===== src/rtl/cp0_exc_ctrl_pkg.sv =====
// Shared CP0-lite definitions: register numbers, Status bit layout, exception codes.
package cp0_exc_ctrl_pkg;

  localparam logic [4:0] CP0_STATUS = 5'd12;
  localparam logic [4:0] CP0_CAUSE  = 5'd13;
  localparam logic [4:0] CP0_EPC    = 5'd14;

  localparam int unsigned STATUS_IE    = 0;
  localparam int unsigned STATUS_EXL   = 1;
  localparam int unsigned STATUS_IM_LO = 10;
  localparam int unsigned STATUS_IM_HI = 15;
  localparam int unsigned IRQ_MAX      = 6;

  // Only IE, EXL and IM are storage; every other Status bit reads as zero.
  localparam logic [31:0] STATUS_WMASK = 32'h0000_FC03;

  typedef enum logic [4:0] {
    EXC_INT = 5'd0,
    EXC_SYS = 5'd8,
    EXC_OV  = 5'd12
  } exc_code_e;

  typedef enum logic [2:0] {
    EV_NONE,
    EV_INT,
    EV_OV,
    EV_SYS,
    EV_ERET
  } exc_event_e;

  function automatic logic [31:0] cause_word(input logic [IRQ_MAX-1:0] ip,
                                             input exc_code_e code);
    return {16'h0000, ip, 3'b000, code, 2'b00};
  endfunction

endpackage


===== src/rtl/cp0_exc_ctrl_irq_sync.sv =====
// Two-flop synchronizer for asynchronous level inputs, async active-low reset.
module cp0_exc_ctrl_irq_sync #(
  parameter int unsigned WIDTH = 6
) (
  input  logic             clk,
  input  logic             reset,
  input  logic [WIDTH-1:0] d_in,
  output logic [WIDTH-1:0] q_out
);

  logic [WIDTH-1:0] meta_d, meta_q;
  logic [WIDTH-1:0] sync_d, sync_q;

  always_comb begin
    meta_d = d_in;
    sync_d = meta_q;
  end

  always_ff @(posedge clk or negedge reset) begin
    if (!reset) begin
      meta_q <= '0;
      sync_q <= '0;
    end else begin
      meta_q <= meta_d;
      sync_q <= sync_d;
    end
  end

  assign q_out = sync_q;

endmodule


===== src/rtl/cp0_exc_ctrl.sv =====
// CP0-lite exception/interrupt controller: Status/Cause/EPC upkeep and
// fetch redirect to the handler vector or back to EPC.
module cp0_exc_ctrl
  import cp0_exc_ctrl_pkg::*;
#(
  parameter logic [31:0] EXC_VECTOR = 32'h0000_0180,
  parameter int unsigned NUM_IRQ    = 6
) (
  input  logic               clk,
  input  logic               reset,
  input  logic               instr_valid,
  input  logic [31:0]        pc_in,
  input  logic               ov_in,
  input  logic               syscall_in,
  input  logic               eret_in,
  input  logic [NUM_IRQ-1:0] irq_in,
  input  logic               mtc0_we,
  input  logic [4:0]         mtc0_addr,
  input  logic [31:0]        mtc0_wdata,
  input  logic [4:0]         mfc0_addr,
  output logic [31:0]        mfc0_rdata,
  output logic               exc_take,
  output logic [31:0]        exc_target,
  output logic [31:0]        epc_out,
  output logic               status_ie
);

  logic [NUM_IRQ-1:0] irq_sync;
  logic [IRQ_MAX-1:0] ip;
  logic [IRQ_MAX-1:0] im;
  logic               ie, exl, irq_pending;
  exc_event_e         ev;

  logic [31:0] status_d, status_q;
  logic [31:0] epc_d, epc_q;
  exc_code_e   exc_code_d, exc_code_q;
  logic        exc_take_d, exc_take_q;
  logic [31:0] exc_target_d, exc_target_q;

  cp0_exc_ctrl_irq_sync #(.WIDTH(NUM_IRQ)) u_irq_sync (
    .clk   (clk),
    .reset (reset),
    .d_in  (irq_in),
    .q_out (irq_sync)
  );

  always_comb begin
    ip = '0;
    ip[NUM_IRQ-1:0] = irq_sync;
  end

  assign ie          = status_q[STATUS_IE];
  assign exl         = status_q[STATUS_EXL];
  assign im          = status_q[STATUS_IM_HI:STATUS_IM_LO];
  assign irq_pending = (|(ip & im)) & ie & ~exl;

  // EXL blocks interrupts/exceptions, so eret can only win while EXL=1.
  always_comb begin
    ev = EV_NONE;
    if (instr_valid) begin
      if (irq_pending) begin
        ev = EV_INT;
      end else if (!exl) begin
        if (ov_in)           ev = EV_OV;
        else if (syscall_in) ev = EV_SYS;
      end else if (eret_in) begin
        ev = EV_ERET;
      end
    end
  end

  always_comb begin
    status_d     = status_q;
    epc_d        = epc_q;
    exc_code_d   = exc_code_q;
    exc_take_d   = 1'b0;
    exc_target_d = exc_target_q;
    case (ev)
      EV_INT, EV_OV, EV_SYS: begin
        epc_d                = pc_in;
        status_d[STATUS_EXL] = 1'b1;
        exc_take_d           = 1'b1;
        exc_target_d         = EXC_VECTOR;
        if (ev == EV_INT)     exc_code_d = EXC_INT;
        else if (ev == EV_OV) exc_code_d = EXC_OV;
        else                  exc_code_d = EXC_SYS;
      end
      EV_ERET: begin
        status_d[STATUS_EXL] = 1'b0;
        exc_take_d           = 1'b1;
        exc_target_d         = epc_q;
      end
      default: begin
        if (mtc0_we) begin
          if (mtc0_addr == CP0_STATUS) status_d = mtc0_wdata & STATUS_WMASK;
          else if (mtc0_addr == CP0_EPC) epc_d = mtc0_wdata;
        end
      end
    endcase
  end

  always_comb begin
    mfc0_rdata = '0;
    case (mfc0_addr)
      CP0_STATUS: mfc0_rdata = status_q;
      CP0_CAUSE:  mfc0_rdata = cause_word(ip, exc_code_q);
      CP0_EPC:    mfc0_rdata = epc_q;
      default:    mfc0_rdata = '0;
    endcase
  end

  always_ff @(posedge clk or negedge reset) begin
    if (!reset) begin
      status_q     <= '0;
      epc_q        <= '0;
      exc_code_q   <= EXC_INT;
      exc_take_q   <= 1'b0;
      exc_target_q <= '0;
    end else begin
      status_q     <= status_d;
      epc_q        <= epc_d;
      exc_code_q   <= exc_code_d;
      exc_take_q   <= exc_take_d;
      exc_target_q <= exc_target_d;
    end
  end

  assign exc_take   = exc_take_q;
  assign exc_target = exc_target_q;
  assign epc_out    = epc_q;
  assign status_ie  = ie;

endmodule


===== config.mk =====
export PLATFORM = sky130hd
export DESIGN_NAME = cp0_exc_ctrl
export DESIGN_NICKNAME = d
export VERILOG_FILES = /design/src/rtl/cp0_exc_ctrl_pkg.sv /design/src/rtl/cp0_exc_ctrl_irq_sync.sv /design/src/rtl/cp0_exc_ctrl.sv
export SDC_FILE = /design/constraint.sdc
export NUM_CORES = 1
export LEC_CHECK = 0
export BUFFER_PORTS_ARGS = -buffer_cell sky130_fd_sc_hd__buf_4
export CAP_MARGIN = 0
export CORE_ASPECT_RATIO = 1.1
export CORE_UTILIZATION = 30
export CTS_CLUSTER_SIZE = 12
export DETAILED_ROUTE_END_ITERATION = 8
export SYNTH_ARGS = -nofsm -noshare
export SYNTH_HDL_FRONTEND = slang
export SYNTH_HIERARCHICAL = 1
export SYNTH_SLANG_ARGS = --single-unit

===== constraint.sdc =====
create_clock -name clk -period 2.1 [get_ports clk]
set_clock_uncertainty 0.15 [all_clocks]
set_input_delay 0.105 -clock clk [delete_from_list [all_inputs] [get_ports clk]]
set_output_delay 0.105 -clock clk [all_outputs]
set_load 0.02 [all_outputs]

=== After elaboration in Yosys (flattened, before gate mapping) ===
Index checks and enable logic that the tools add are counted.
Widths: inputs -> output; s select.

* Equal/unequal tests: 10
* Multiplexer cells: 18
* Bitwise logic cells: 6
* Reductions and logical operators: 11

{| class="wikitable"
|+ Operator list
! operator !! count
|-
| $pmux 32 s2 || 2
|-
| $mux 32 || 3
|-
| $pmux 32 s3 || 1
|-
| $eq 5x4->1 const B || 5
|-
| $mux 3 || 5
|-
| $mux 2 || 4
|-
| $and 6x6->6 || 1
|-
| $eq 3x2->1 const B || 2
|-
| $reduce_bool 2->1 || 3
|-
| $reduce_bool 3->1 || 2
|-
| $reduce_or 6->1 || 1
|-
| $mux 4 || 1
|-
| $reduce_and 4->1 || 1
|-
| $reduce_or 4->1 || 1
|-
| $eq 3x1->1 const B || 1
|-
| $eq 3x3->1 const B || 1
|-
| $not 1->1 || 3
|-
| $reduce_and 3->1 || 1
|-
| $reduce_or 3->1 || 1
|-
| $and 1x1->1 || 2
|-
| $ne 2x1->1 const B || 1
|-
| $pmux 1 s2 || 1
|-
| $reduce_and 2->1 || 1
|-
| $mux 1 || 1
|}

* Flip-flop bits (word level): 90
* Input port bits: 87
* Output and inout port bits: 98

=== Depth between registers and ports, before layout ===
* Depth in word-level cells: 10
* Gate-level depth with buffers: 7
* Mapped depth without buffers: 5

=== Hierarchy ===
The synthesis kept the hierarchy.

{| class="wikitable"
|+ By module, submodules not included
! module !! instances !! cells an instance !! area each (um2) !! seq. area each (um2)
|-
| cp0_exc_ctrl || 1 || 377 || 3644.7 || 1876.8
|-
| cp0_exc_ctrl_irq_sync || 1 || 12 || 300.3 || 300.3
|}

=== Worst setup path before layout ===
Ideal clock, no wire load.

* Path kind: register to register
* Start: register status_q[0]
* End: register status_q[10]
* Library setup time: 0.125 ns
* Arrival time: 1.513 ns
* Setup slack: 0.313 ns
* Cell stages (with the launch flop): 6
* Path buffers: 0
* Period minus slack after synthesis: 1.787 ns
* Path through: dfrtp_1 -> inv_1 -> a311oi_2 -> o21ai_2 -> nand3_4 -> mux2_2

* Cells in the longest elaborated chain, start to end: 8

{| class="wikitable"
|+ Ends and longest elaborated chain
! element !! RTL line !! RTL
|-
| start, declared || cp0_exc_ctrl.sv:34 || <nowiki>logic [31:0] status_d, status_q;</nowiki>
|-
| start signal, assigned || cp0_exc_ctrl.sv:120 || <nowiki>status_q <= status_d;</nowiki>
|-
| $and 1x1->1 (*) (2 in a row) || cp0_exc_ctrl.sv:55 || <nowiki>assign irq_pending = (|(ip & im)) & ie & ~exl;</nowiki>
|-
| $mux 3 (*) || cp0_exc_ctrl.sv:61 || <nowiki>if (irq_pending) begin</nowiki>
|-
| $mux 3 (*) || cp0_exc_ctrl.sv:60 || <nowiki>if (instr_valid) begin</nowiki>
|-
| $eq 3x1->1 (tied with other cells) || cp0_exc_ctrl.sv:78 || <nowiki>case (ev)</nowiki>
|-
| $reduce_or 4->1 (no line) (*) || n/a ||
|-
| $not 1->1 (no line) (*) || n/a ||
|-
| $reduce_and 3->1 (no line) (*) || n/a ||
|}

Mark *: on every way between the ends. The rest lies on a longest branch, timed or not.
A chain may end at the register's enable or synchronous reset.

=== Worst setup path in the final report ===
* Start: register status_q[0]
* End: register exc_target_q[28], in the netlist exc_target[28]

* Cells in the longest elaborated chain, start to end: 7

{| class="wikitable"
|+ Ends and longest elaborated chain
! element !! RTL line !! RTL
|-
| $and 1x1->1 (*) (2 in a row) || cp0_exc_ctrl.sv:55 ||
|-
| $mux 3 (*) || cp0_exc_ctrl.sv:61 ||
|-
| $mux 3 (*) || cp0_exc_ctrl.sv:60 ||
|-
| $eq 3x1->1 or $eq 3x2->1 (tied branches) || cp0_exc_ctrl.sv:78 ||
|-
| $reduce_or 3->1 || cp0_exc_ctrl.sv:78 ||
|-
| $pmux 32 s2 or $reduce_bool 2->1 (tied branches) || n/a ||
|-
| end signal, assigned || cp0_exc_ctrl.sv:124 || <nowiki>exc_target_q <= exc_target_d;</nowiki>
|-
| end, declared || cp0_exc_ctrl.sv:38 || <nowiki>logic [31:0] exc_target_d, exc_target_q;</nowiki>
|}

Marked as above.

==> flow_summary.ini <==
[run_status]
status = finished, violations left
violations = design-rule violations

[setup_path]
max_stage_delay_ns = 0.44
worstPathArrival_ns = 1.87
slowest_stage = dfrtp_1
crit_path_start_kind = flop
path_class = flop to flop
cp_cell_sequence = inv_1 -> a311oi_2 -> o21a_2 -> buf_12 -> o21ai_0
worstPathRequired_ns = 2.15
worst-path-max-fanout = 47
end_kind = flop

[yosys]
syn_nets = 476
postSynthAreaPerCell_um2 = 10.14
postSynthCellCount = 389
synth_top_flop_cell = dfrtp_1
synth_warnings = 6
ys_seq_area_frac = 0.5519
synth_edf_count = 0
netlist-cell-type-count = 31
yosysMostFrequentCell = nand2_1
synth_area_leaders = dfrtp_1, mux2i_1, nand2_1
async_flop_share = 1.000
yosysTopAreaCell = dfrtp_1
ys_ff_latch = 87
syn-cell-area_um2 = 3945
synth_top_area_share = 0.5519
yosys-top-cells-count = nand2_1, dfrtp_1, o21ai_0

[cts]
clk_pin_slew_ns = 0.06
cts_made_buffers = 9
cts_setup_buffers = 0
htreeDepth = 3
clockBufferDepth = 2
cts_tree = yes
ctsResizeCount = 0
clock_latency_ns = 0.33
cts_hold_buf = 73
clkSinkCount = 87
ctsRootBufferMaster = clkbuf_16

[global_routing]
grt_overflow_total = 0
antenna_found_initial = 0
grt_pass1_vias = 3937
grt_pass1_wl_um = 19710
grt_usage = 0.1853
grt_max_degree = 51

[final_layout]
fill_cells = 1145
finish.instance_area_um2 = 6538
drive_gt1_frac = 0.3555
diodes = 0
nets = 729
area_growth_pct = 65.72
multi_input_area_um2 = 1608
regArea_um2 = 2177

[detailed_routing]
ant_nets = 0
wl_met1_um = 5374
drt_iter0_drc = 165
vias = 3747
drc = 26
drt_wl_total_um = 12360
wl_per_cell_um = 15.37
vias_per_cell = 4.660
dr.pass1.iters = 7
top_layer = met4
wl_met3_um = 602
wl_met2_um = 6106

[place]
routabilityCongestion = 0.7970
postPlaceCellArea_um2 = 5507
hpwl_um = 8377
io_buffers = 184
place_ws_ns = 0.2937

[timing]
totalNegativeSetupSlack_ns = 0
grt_setup_unrepaired = no
slew_violations = 0
finalSetupViolations = 0
hold_ws_ns = 0.05228
worst_slack_ns = 0.2833
hold_viol = 0
fmax_ghz = 0.5505
tightest_slew_ns = 0.5057
fin_crit_sh = 0.8651
maxSlewHeadroom = 0.6629
min_period_ns = 1.817

[power_and_ir_drop]
leakage_nw = 3.031
ir_worst_vdd_uv = 741.9
finalPower_mw = 7.557
powerDensity_nw_per_um2 = 1156

[floorplan]
initial_utilization = 0.3107
io_pins = 185
die_area_um2 = 13610
dieWidth_um = 111.3
core_area_um2 = 12700
num_rows = 43
die_h_um = 122.3

[hold_path]
min_path_type = primary input to flop

[flow_run]
cap_viol_max_count = 0
flip-flops by register name, summed over array words and instances (netlist names):
register	flops
status_q	8
exc_code_q	2
u_irq_sync/q_out	6
exc_take	1
u_irq_sync/meta_q	6
epc_out	32
exc_target	32
path summary, 6_finish.rpt:
path                                       from             endpoint  slack, ns  cells after the start
hold reg to reg            u_irq_sync/meta_q[4]  u_irq_sync/q_out[4]       0.20                      0
setup / recovery                    status_q[0]       exc_target[28]       0.28                      5
hold / removal                       syscall_in        exc_code_q[2]       0.05                      5
min in group asynchronous                 reset        exc_target[5]       0.12                      2
setup reg to reg                    status_q[0]       exc_target[28]       0.28                      5
max in group asynchronous                 reset       exc_target[18]       1.00                      3
per-stage QoR:
stage,cells,util
finish,804,0.5149
global route,804,0.5149
CTS,804,0.5149
detailed placement,715,0.4337
global placement,715,0.4337
floorplan,389,-
report_power, final:
part / total (mW) / switching (mW) / internal [mW]
Sequential: 2.89 / 0.559 / 2.33
Combinational: 3.07 / 1.70 / 1.37
Clock: 1.60 / 0.644 / 0.955
Total: 7.56 / 2.90 / 4.66
layout make-up:
type,instances,share of cell area
Timing Repair Buffer,269,0.3445
Inverter,1,0.0005742
Sequential cell,87,0.3330
Clock buffer,11,0.03713
Tap cell,157,0.03005
Multi-Input combinational cell,274,0.2459
Clock inverter,5,0.008804
cells in the final DEF (no fill, tap or decap), types with 3 or more instances in the layout:
cell             n
o21ai_2          6
a21oi_1          5
a22oi_1          3
buf_4          192
clkbuf_16        9
mux2i_1         39
dfrtp_1         87
dlygate4sd3_1   73
mux2_2           6
nor2_1          10
nand2_1        102
o21ai_0         56
and2_1          22
buf_12           4
o21ai_1          8
critical path, delay by kind of cell (launching register included):
kind / cells / cell delay, ns
flops: 1 / 0.44
compound gates: 3 / 0.78
buf+inv: 2 / 0.28
logic make-up after synthesis:
family / Yosys count / share of synthesized area
compound gates: 85 / 0.1240
mux: 46 / 0.1189
flops: 87 / 0.5519
simple gates: 143 / 0.1633
buf+inv: 28 / 0.04186
routing by layer:
layer	GRT usage	vias to the layer above
met3	0.03259	20
met4	0.08530	0
met5	0	-
li1	-	1823
met1	0.2293	1789
met2	0.3176	115
Power figures use the tool's default switching activity.
